[src/rtl/ram_request_controller.sv]
// Request front-end for a single-port-per-direction RAM: writes pass straight through,
// reads are issued to the RAM and their registered data is queued for in-order return.
`ifndef TIA_WORD_WIDTH
`define TIA_WORD_WIDTH 32
`endif

module ram_request_controller #(
  parameter int WIDTH          = `TIA_WORD_WIDTH,
  parameter int DEPTH          = 1024,
  parameter int RESPONSE_DEPTH = 4,
  localparam int IW            = $clog2(DEPTH)
) (
  input  logic             clock,
  input  logic             reset,
  input  logic             request_valid,
  output logic             request_ready,
  input  logic             request_write,
  input  logic [IW-1:0]    request_index,
  input  logic [WIDTH-1:0] request_data,
  output logic             response_valid,
  input  logic             response_ready,
  output logic [WIDTH-1:0] response_data,
  output logic             ram_read_enable,
  output logic [IW-1:0]    ram_read_index,
  input  logic [WIDTH-1:0] ram_read_data,
  output logic             ram_write_enable,
  output logic [IW-1:0]    ram_write_index,
  output logic [WIDTH-1:0] ram_write_data,
  output logic             idle
);

  localparam int PW = (RESPONSE_DEPTH > 1) ? $clog2(RESPONSE_DEPTH) : 1;
  localparam int CW = $clog2(RESPONSE_DEPTH + 1);

  logic             r_inflight;
  logic [PW-1:0]    r_wr_ptr;
  logic [PW-1:0]    r_rd_ptr;
  logic [CW-1:0]    r_count;
  logic [WIDTH-1:0] r_mem [RESPONSE_DEPTH];

  logic [CW-1:0]    w_occupancy;
  logic             w_read_ok;
  logic             w_read_accept;
  logic             w_write_accept;
  logic             w_resp_valid;
  logic             w_push;
  logic             w_pop;

  function automatic logic [PW-1:0] next_ptr(input logic [PW-1:0] ptr);
    return (ptr == PW'(RESPONSE_DEPTH - 1)) ? '0 : ptr + 1'b1;
  endfunction

  // Read admission counts the in-flight read so its data always has a slot;
  // it deliberately ignores response_ready to keep that path registered-only.
  assign w_occupancy    = r_count + CW'(r_inflight);
  assign w_read_ok      = w_occupancy < CW'(RESPONSE_DEPTH);
  assign request_ready  = !reset && (request_write || w_read_ok);

  assign w_read_accept  = request_valid && request_ready && !request_write;
  assign w_write_accept = request_valid && request_ready && request_write;

  assign ram_read_enable  = w_read_accept;
  assign ram_read_index   = w_read_accept ? request_index : '0;
  assign ram_write_enable = w_write_accept;
  assign ram_write_index  = w_write_accept ? request_index : '0;
  assign ram_write_data   = w_write_accept ? request_data : '0;

  assign w_resp_valid   = !reset && (r_count != '0);
  assign response_valid = w_resp_valid;
  assign response_data  = w_resp_valid ? r_mem[r_rd_ptr] : '0;

  assign w_push = r_inflight;
  assign w_pop  = w_resp_valid && response_ready;
  assign idle   = !r_inflight && (r_count == '0);

  // NOTE: state registers use non-blocking assignments so every flop samples
  // the pre-edge value of its neighbours regardless of statement order.
  always_ff @(posedge clock or posedge reset) begin
    if (reset) begin
      r_inflight <= 1'b0;
      r_wr_ptr   <= '0;
      r_rd_ptr   <= '0;
      r_count    <= '0;
    end else begin
      r_inflight <= w_read_accept;
      if (w_push) r_wr_ptr <= next_ptr(r_wr_ptr);
      if (w_pop)  r_rd_ptr <= next_ptr(r_rd_ptr);
      case ({w_push, w_pop})
        2'b10:   r_count <= r_count + 1'b1;
        2'b01:   r_count <= r_count - 1'b1;
        default: r_count <= r_count;
      endcase
    end
  end

  // NOTE: buffer storage is deliberately left out of reset; the cleared count
  // and pointers already make any stale contents unreachable.
  always_ff @(posedge clock) begin
    if (w_push) r_mem[r_wr_ptr] <= ram_read_data;
  end

endmodule

[config.mk]
export PLATFORM = sky130hd
export DESIGN_NAME = ram_request_controller
export DESIGN_NICKNAME = d
export VERILOG_FILES = /design/src/rtl/ram_request_controller.sv
export SDC_FILE = /design/constraint.sdc
export NUM_CORES = 1
export LEC_CHECK = 0
export CAP_MARGIN = 20
export CORE_MARGIN = 2
export CORE_UTILIZATION = 35
export CTS_BUF_LIST = sky130_fd_sc_hd__clkbuf_8
export DETAILED_ROUTE_END_ITERATION = 16
export GPL_TIMING_DRIVEN = 0
export MAX_ROUTING_LAYER = met4
export PLACE_DENSITY = 0.72
export REMOVE_ABC_BUFFERS = 1
export SYNTH_ARGS = -nofsm -noshare
export SYNTH_HDL_FRONTEND = slang
export SYNTH_SLANG_ARGS = --single-unit
[constraint.sdc]
create_clock -name clock -period 2.3 [get_ports clock]
set_input_delay 0.46 -clock clock [delete_from_list [all_inputs] [get_ports clock]]
set_output_delay 0.46 -clock clock [all_outputs]
set_load 0.05 [all_outputs]
==> results of run 1 <==
-- logic make-up (layout without fill, tap and decap cells) --
| kind of cell | after synthesis | in the layout | share of synthesized area, % |
|---|---|---|---|
| AO/OA/AOI/OAI | 5 | 5 | 0.498 |
| XOR/XNOR | 4 | 5 | 0.606 |
| flip-flops | 136 | 136 | 69.9 |
| adder cells (fa/ha/maj) | 7 | 7 | 1.64 |
| AND/OR/NAND/NOR | 101 | 105 | 11.4 |
| multiplexers | 34 | 34 | 13.1 |
| buffers and inverters | 33 | 238 | 2.77 |
-- placed cells by master, fill, tap and decap left out, types with 5 or more instances in the layout --
cell / instances
and3_1: 41
and4b_1: 10
buf_12: 10
buf_2: 29
buf_4: 17
buf_6: 42
clkbuf_4: 15
clkbuf_8: 17
clkdlybuf4s50_1: 76
edfxtp_1: 128
ha_1: 6
inv_1: 9
mux4_2: 32
nor2b_1: 6
nor2b_4: 27
or2_4: 5
-- routing by layer --
layer | global-route usage [%] | wire [um] | up-vias
met5 | - | 0 | -
met4 | 5.56 | 195 | 0
met3 | 3.72 | 703 | 16
met2 | 33.3 | 8230 | 158
met1 | 19.8 | 5810 | 1799
li1 | - | - | 1660
-- power by group through the flow --
stage / logic [mW] / registers (mW) / clock network, mW
after floorplan: 1.84 / 3.16 / 0
after global placement: 2.64 / 3.28 / 0
after detailed placement: 2.77 / 3.22 / 0
after CTS: 3.91 / 3.00 / 1.88
after global routing: 4.23 / 3.03 / 1.99
final: 4.00 / 3.01 / 1.84
-- state kept, by name, indices dropped and copies added, names as in the netlist --
register    count
r_mem         128
r_count         3
r_rd_ptr        2
r_wr_ptr        2
r_inflight      1
-- what timing repair did --
action                                  CTS  global route
pin swaps                                 8             2
gates resized for setup                 564            74
gates cloned                              6             1
endpoints found under the setup margin   89            87
endpoints found under the hold margin     0             0
setup buffers                            25             1
-- stage by stage --
step | hold WS [ns] | area, um^2 | cells
finish | 0.259 | 8590 | 746
global route | 0.280 | 8590 | 746
CTS | 0.254 | 8460 | 745
detailed placement | 0.559 | 7700 | 683
global placement | 0.534 | 7600 | 679
floorplan | 0.276 | 5660 | 296
-- final timing paths --
path                             start  slack, ns  depth (start not counted)                end
setup / recovery           r_rd_ptr[0]      -0.12                          4  response_data[17]
hold / removal                   reset       0.26                          2         r_count[2]
setup reg to reg            r_count[0]       0.19                         10         r_count[2]
hold reg to reg            r_wr_ptr[1]       0.63                          2        r_wr_ptr[1]
max in group asynchronous        reset       1.77                          2         r_inflight
min in group clock         r_wr_ptr[1]       0.63                          2        r_wr_ptr[1]
-- cell type report --
| cell class | instances | area share, % |
|---|---|---|
| Sequential cell | 136 | 47.2 |
| Multi-Input combinational cell | 156 | 21.8 |
| Clock inverter | 14 | 1.54 |
| Timing Repair Buffer | 198 | 23.1 |
| Inverter | 9 | 0.422 |
| Clock buffer | 17 | 2.72 |
| Tap cell | 216 | 3.15 |
-- worst max-delay path, delay by kind of cell, from the launching register on --
kind	cells	cell delay [ns]
buffers and inverters	2	0.36
flip-flops	1	0.51
multiplexers	1	0.49
AND/OR/NAND/NOR	1	0.16
==> results.toml, run 1 <==
[run_status]
status = "finished with violations"
violations = "setup timing"

[drt]
drt-total-wl_um = 14900
routedWlPerCell_um = 20.0
vias_per_cell = 4.87
firstDrtPassIters = 4
drc = 0
route.vias.total = 3633
ant_nets = 0
drtIter0Drc = 213

[pwr]
p_clk_share_pct = 20.8
vdd_ir_drop_max_mv = 0.364
p_int_mw = 5.82
combPwrFrac_pct = 45.2
p_sw_share_pct = 34.3
power.total_mw = 8.85
pwr-share-seq_pct = 34.0
p_leak_nw = 3.36
pwr_density_cell_nw_per_um2 = 1030
p_switching_mw = 3.03

[global_routing]
gr-total-overflow = 0
grt_pass1_vias = 4065
grt_usage_pct = 18.2
grt_max_degree = 45
grt_pass1_wl_um = 22700
antenna_found_initial = 0

[timing]
period_share_pct = 105
max_freq_mhz = 413
setup_violations = 32
setup_ws_ns = -0.119
fin_crit_ns = 2.42
hold_violations = 0
maxSlewHeadroom_pct = 38.9
clock-skew-final_ns = 0.0117
drv_slew = 0
fin_tns_setup_ns = -2.60
rsz0062_at_grt = "yes"
worst_slew_pin_slew_ns = 0.917

[clock_tree]
cts_buffers = 17
clk_path_buf_depth = 2
cts.sinks = 136
postCtsHoldBufs = 0
cts_tree = "built"
clock_latency_ns = 0.45
cts.clk_slew.worst_paths_ns = 0.08
clockRootBuffer = "clkbuf_8"
cts-htree-levels = 4

[synthesis]
synth_area_um2 = 5780
synth-warning-count = 0
yosys_register_bits = 136
synth_top_area_cell = "edfxtp_1"
synth_top_area_share_pct = 66.5
synthTopCellsByArea = "edfxtp_1, mux4_2, and3_1, nor2b_1, dfrtp_1"
syn-instance-count = 320
yosys.cell_types.count = 29
synthTopCellsByCount = "edfxtp_1, and3_1, nor2b_1"
synth_edf_count = 128
synth-seq-area-share_pct = 69.9
ys.flop_type = "edfxtp_1"
synthArstFlopShare_pct = 5.88
yosysMostFrequentCell = "edfxtp_1"
avgSynthCellArea_um2 = 18.1

[critical_path]
crit_fanout = 8
worstPathCellList = "clkbuf_16 > mux4_2 > nor2b_1 > buf_6"
cpPeakStageDelay_ns = 0.51
endpoint_kind = "output port"
cp_slowest_cell = "dfrtp_4"
worstPathRequired_ns = 1.84
path_class = "reg2out"
startpoint_type = "flop"
crit_arrival_ns = 1.96

[place]
numPortBuffers = 167
routabilityCongestion = 0.749
dp_worst_setup_slack_ns = -1.33
hpwl_um = 9090

[die]
die_x_um = 133
core-area_um2 = 16000
io_pins = 168
die_area_um2 = 17600
rows = 46
start_util_pct = 36.1
die_h_um = 133

[layout]
antennaDiodeCount = 0
n_fill_cell = 1324
syn_to_final_growth_pct = 48.6
regArea_um2 = 4060
utilization_pct = 53.7
nets = 604
drive_above_1_share_pct = 43.4
multi_input_area_um2 = 1880

[hold_path]
worstHoldPathType = "in2async"

[flow_run]
maxCapViolCount = 0
Note: power is estimated with default switching activity, not from simulation.
==> run 2: changes to the inputs <==
- CORE_MARGIN: 2 -> unset
==> results.toml, run 2 (synthesized netlist as in run 1, its figures left out) <==
[run_status]
status = "finished with violations"
violations = "setup timing"

[drt]
ant_nets = 0
firstDrtPassIters = 4
vias_per_cell = 4.91
route.vias.total = 3641
drtIter0Drc = 151
drc = 0
drt-total-wl_um = 14500
routedWlPerCell_um = 19.5

[die]
rows = 46
io_pins = 168
die_area_um2 = 17000
die_h_um = 131
start_util_pct = 36.1
core-area_um2 = 16000
die_x_um = 131

[layout]
utilization_pct = 53.6
largest_register_ffs = 128
drive_above_1_share_pct = 43.2
top_register = "r_mem"
layout_common_cells = "edfxtp_1, clkdlybuf4s50_1, and3_1, buf_2, buf_6"
final_common_cell = "edfxtp_1"
n_fill_cell = 1342
reg_top3 = "r_mem (128), r_count (3)"
nets = 600
layoutNonFillerInstCount = 742
syn_to_final_growth_pct = 48.2
antennaDiodeCount = 0

[clock_tree]
clock_latency_ns = 0.45
clockRootBuffer = "clkbuf_8"
clk_path_buf_depth = 2
postCtsHoldBufs = 0
cts_tree = "built"
cts.clk_slew.worst_paths_ns = 0.07
cts-htree-levels = 4
cts_buffers = 17
cts.sinks = 136

[pwr]
pwr_density_cell_nw_per_um2 = 995
p_leak_nw = 3.39
vdd_ir_drop_max_mv = 0.577
power.total_mw = 8.53

[place]
hpwl_um = 8650
routabilityCongestion = 0.801
dp.cells = 685
numPortBuffers = 167
dp_worst_setup_slack_ns = -1.22

[timing]
setup_violations = 32
hold_violations = 0
setup_ws_ns = -0.141
fin_crit_ns = 2.44
drv_slew = 0
maxSlewHeadroom_pct = 61.6
worst_slew_pin_slew_ns = 0.575
clock-skew-final_ns = 0.00929
max_freq_mhz = 410
period_share_pct = 106
rsz0062_at_grt = "yes"

[global_routing]
grt_pass1_vias = 3772
grt_usage_pct = 17.8
gr-total-overflow = 0
grt_pass1_wl_um = 20600
antenna_found_initial = 0
grt_max_degree = 45

[critical_path]
endpoint_kind = "output port"
crit_arrival_ns = 1.98
path_class = "reg2out"
startpoint_type = "flop"
reg2reg_depth = 9
worstPathRequired_ns = 1.84
crit_fanout = 8

[flow_run]
maxCapViolCount = 0

[hold_path]
worstHoldPathType = "in2async"
## run 2: cell types whose count changed in the layout (fill, tap and decap cells not counted), sizes merged
cell           change
inv                +2
clkdlybuf4s18      +1
buf               +12
clkinv             +2
or2                -3
clkbuf            -13
dlygate4sd2        +1
clkinvlp           -2
bufinv             -2
clkdlybuf4s15      -2
## run 2: metal layers
| layer | global-route usage [%] | vias up | wire (um) |
|---|---|---|---|
| met1 | 19.3 | 1847 | 5880 |
| met5 | - | - | 0 |
| li1 | - | 1642 | - |
| met4 | 6.42 | 0 | 196 |
| met2 | 31.2 | 133 | 7680 |
| met3 | 4.76 | 19 | 723 |
## run 2: per-stage QoR
| step | instance area (um^2) | setup TNS [ns] | hold WS [ns] |
|---|---|---|---|
| after CTS | 8400 | -4.79 | 0.307 |
| after global routing | 8570 | -6.13 | 0.335 |
| after detailed placement | 7760 | -73.87 | 0.553 |
| after global placement | 7600 | -178.74 | 0.540 |
| final | 8570 | -3.82 | 0.298 |
| after floorplan | 5660 | -46.93 | 0.276 |
## run 2: critical path, cell delays in order, from the launching register on
cell     delay, ns
dfrtp_4       0.54
buf_16        0.17
mux4_2        0.51
nor2b_4       0.15
buf_6         0.15
## run 2: layout make-up
cell class	instances	area [um^2]	share of cell area [%]
repair buffers	197	2020	23.6
multi-input cells	153	1880	22.0
inverters	9	33.8	0.394
flip-flops and latches	136	4060	47.3
clock buffers	17	234	2.73
clock inverters	14	73.8	0.861
well taps	216	270	3.15
## run 2: final timing paths
check                             from  slack (ns)                 to
max                        r_rd_ptr[0]       -0.14  response_data[19]
max reg2reg                 r_count[0]        0.25         r_count[2]
min in group clock          r_count[0]        0.58         r_count[0]
min reg2reg                 r_count[0]        0.58         r_count[0]
min                              reset        0.30        r_rd_ptr[0]
max in group asynchronous        reset        1.72        r_rd_ptr[1]
## run 2: repair_timing
item / in CTS / in global routing
buffers inserted: 17 / 4
gates cloned: 3 / 3
setup endpoints to repair: 89 / 82
gates resized for setup: 582 / 46
pin swaps: 3 / 3
## run 2: power breakdown
group          leakage, nW  switching [mW]  internal [mW]
clock                0.172           0.855          0.704
combinational         1.98            1.99           1.97
sequential            1.24           0.143           2.87
total                 3.39            2.98           5.55
==> run 3: changes to the inputs <==
- SKIP_CTS_REPAIR_TIMING: unset -> 1
==> results.toml, run 3 (synthesized netlist as in run 1, its figures left out) <==
[run_status]
status = "finished with violations"
violations = "setup timing"

[critical_path]
cp_slowest_cell = "dfrtp_4"
crit_family = "flip-flops"
critPathBufInv = 2
crit_start = "r_rd_ptr[0]"
worstPathCellList = "buf_4 > mux4_1 > nor2b_1 > buf_4"
cpMostUsedCell = "buf_4"
crit_arrival_ns = 2.03
r2r_slack_ns = 0.27
r2r-start = "r_count[1]"
reg2reg_to = "r_count[2]"
worstPathRequired_ns = 1.84
reg2reg_depth = 9
path_class = "reg2out"
cpPeakStageDelay_ns = 0.56
endpoint_kind = "output port"
cp.depth = 4
crit_fanout = 7
startpoint_type = "flop"

[place]
numPortBuffers = 167
hpwl_um = 8650
place_area_um2 = 7760
routabilityCongestion = 0.801

[flow_run]
maxCapViolCount = 0

[layout]
layout_common_cells = "edfxtp_1, clkdlybuf4s50_1, buf_6, and3_1, mux4_2"
top_register = "r_mem"
final_common_cell = "edfxtp_1"
syn_to_final_growth_pct = 48.6
largest_register_ffs = 128
fin_area_um2 = 8590
reg_top3 = "r_mem (128), r_count (3)"
drive_above_1_share_pct = 40.2
nets = 602
antennaDiodeCount = 0

[timing]
fin_tns_setup_ns = -4.93
period_share_pct = 108
max_freq_mhz = 401
maxSlewHeadroom_pct = 63.1
worst_slew_pin_slew_ns = 0.554
setup_ws_ns = -0.193
fin_crit_ns = 2.49
whs_ns = 0.179
drv_slew = 0
hold_violations = 0
rsz0062_at_grt = "yes"
setup_violations = 32
clock-skew-final_ns = 0.00749

[pwr]
vdd_ir_drop_max_mv = 0.484
p_leak_nw = 3.36
pwr_density_cell_nw_per_um2 = 975

[drt]
drc = 0
firstDrtPassIters = 4
drt-total-wl_um = 14300
drtIter0Drc = 140
route.vias.total = 3572
routedWlPerCell_um = 19.2
ant_nets = 0
vias_per_cell = 4.80

[die]
rows = 46
die_area_um2 = 17000
die_x_um = 131
start_util_pct = 36.1
die_h_um = 131
core-area_um2 = 16000
io_pins = 168

[clock_tree]
cts_tree = "built"
cts.clk_slew.worst_paths_ns = 0.07
clk_path_buf_depth = 2
cts.sinks = 136
cts-htree-levels = 4
cts_buffers = 17
clockRootBuffer = "clkbuf_8"
clock_latency_ns = 0.45

[global_routing]
antenna_found_initial = 0
grt_pass1_vias = 3559
grt_pass1_wl_um = 19000
gr-total-overflow = 0
grt_max_degree = 45
grt_usage_pct = 16.1

[hold_path]
worstHoldPathType = "in2async"
-- run 3: worst max-delay path by stage --
stage | endpoint | slack (ns)
after CTS | response_data[2] | -1.24
after global placement | ram_write_data[17] | -2.09
after floorplan | response_data[0] | -0.75
after global routing | response_data[27] | -0.26
final | response_data[31] | -0.19
after detailed placement | request_ready | -1.22
-- run 3: report_power, final --
| group | switching [mW] | internal, mW |
|---|---|---|
| Combinational | 1.86 | 1.86 |
| Clock | 0.855 | 0.703 |
| Sequential | 0.222 | 2.87 |
-- run 3: per-layer routing --
| metal | GRT usage (%) | up-vias | routed length [um] | part of all wire (%) |
|---|---|---|---|---|
| met5 | - | - | 0 | 0 |
| met4 | 6.36 | 0 | 227 | 1.6 |
| met3 | 5.01 | 22 | 817 | 5.7 |
| met2 | 28.3 | 137 | 7560 | 53 |
| met1 | 16.9 | 1766 | 5700 | 40 |
| li1 | - | 1647 | - | - |
-- run 3: layout make-up --
type	count	area (um^2)
Inverter	9	36.3
Clock buffer	17	234
Clock inverter	14	73.8
Sequential cell	136	4060
Timing Repair Buffer	199	2140
Multi-Input combinational cell	153	1790
Tap cell	216	270
Fill cell	1336	7410
-- run 3: through the flow --
step | worst slack, ns | utilization [%] | instances | power (mW)
2_1_floorplan | -0.747 | - | 296 | 5.00
3_3_place_gp | -2.09 | 47.5 | 679 | 5.92
5_1_grt | -0.264 | 53.7 | 744 | 8.72
6_report | -0.193 | 53.7 | 744 | 8.37
4_1_cts | -1.24 | 50.4 | 716 | 7.57
3_5_place_dp | -1.22 | 48.5 | 685 | 6.00
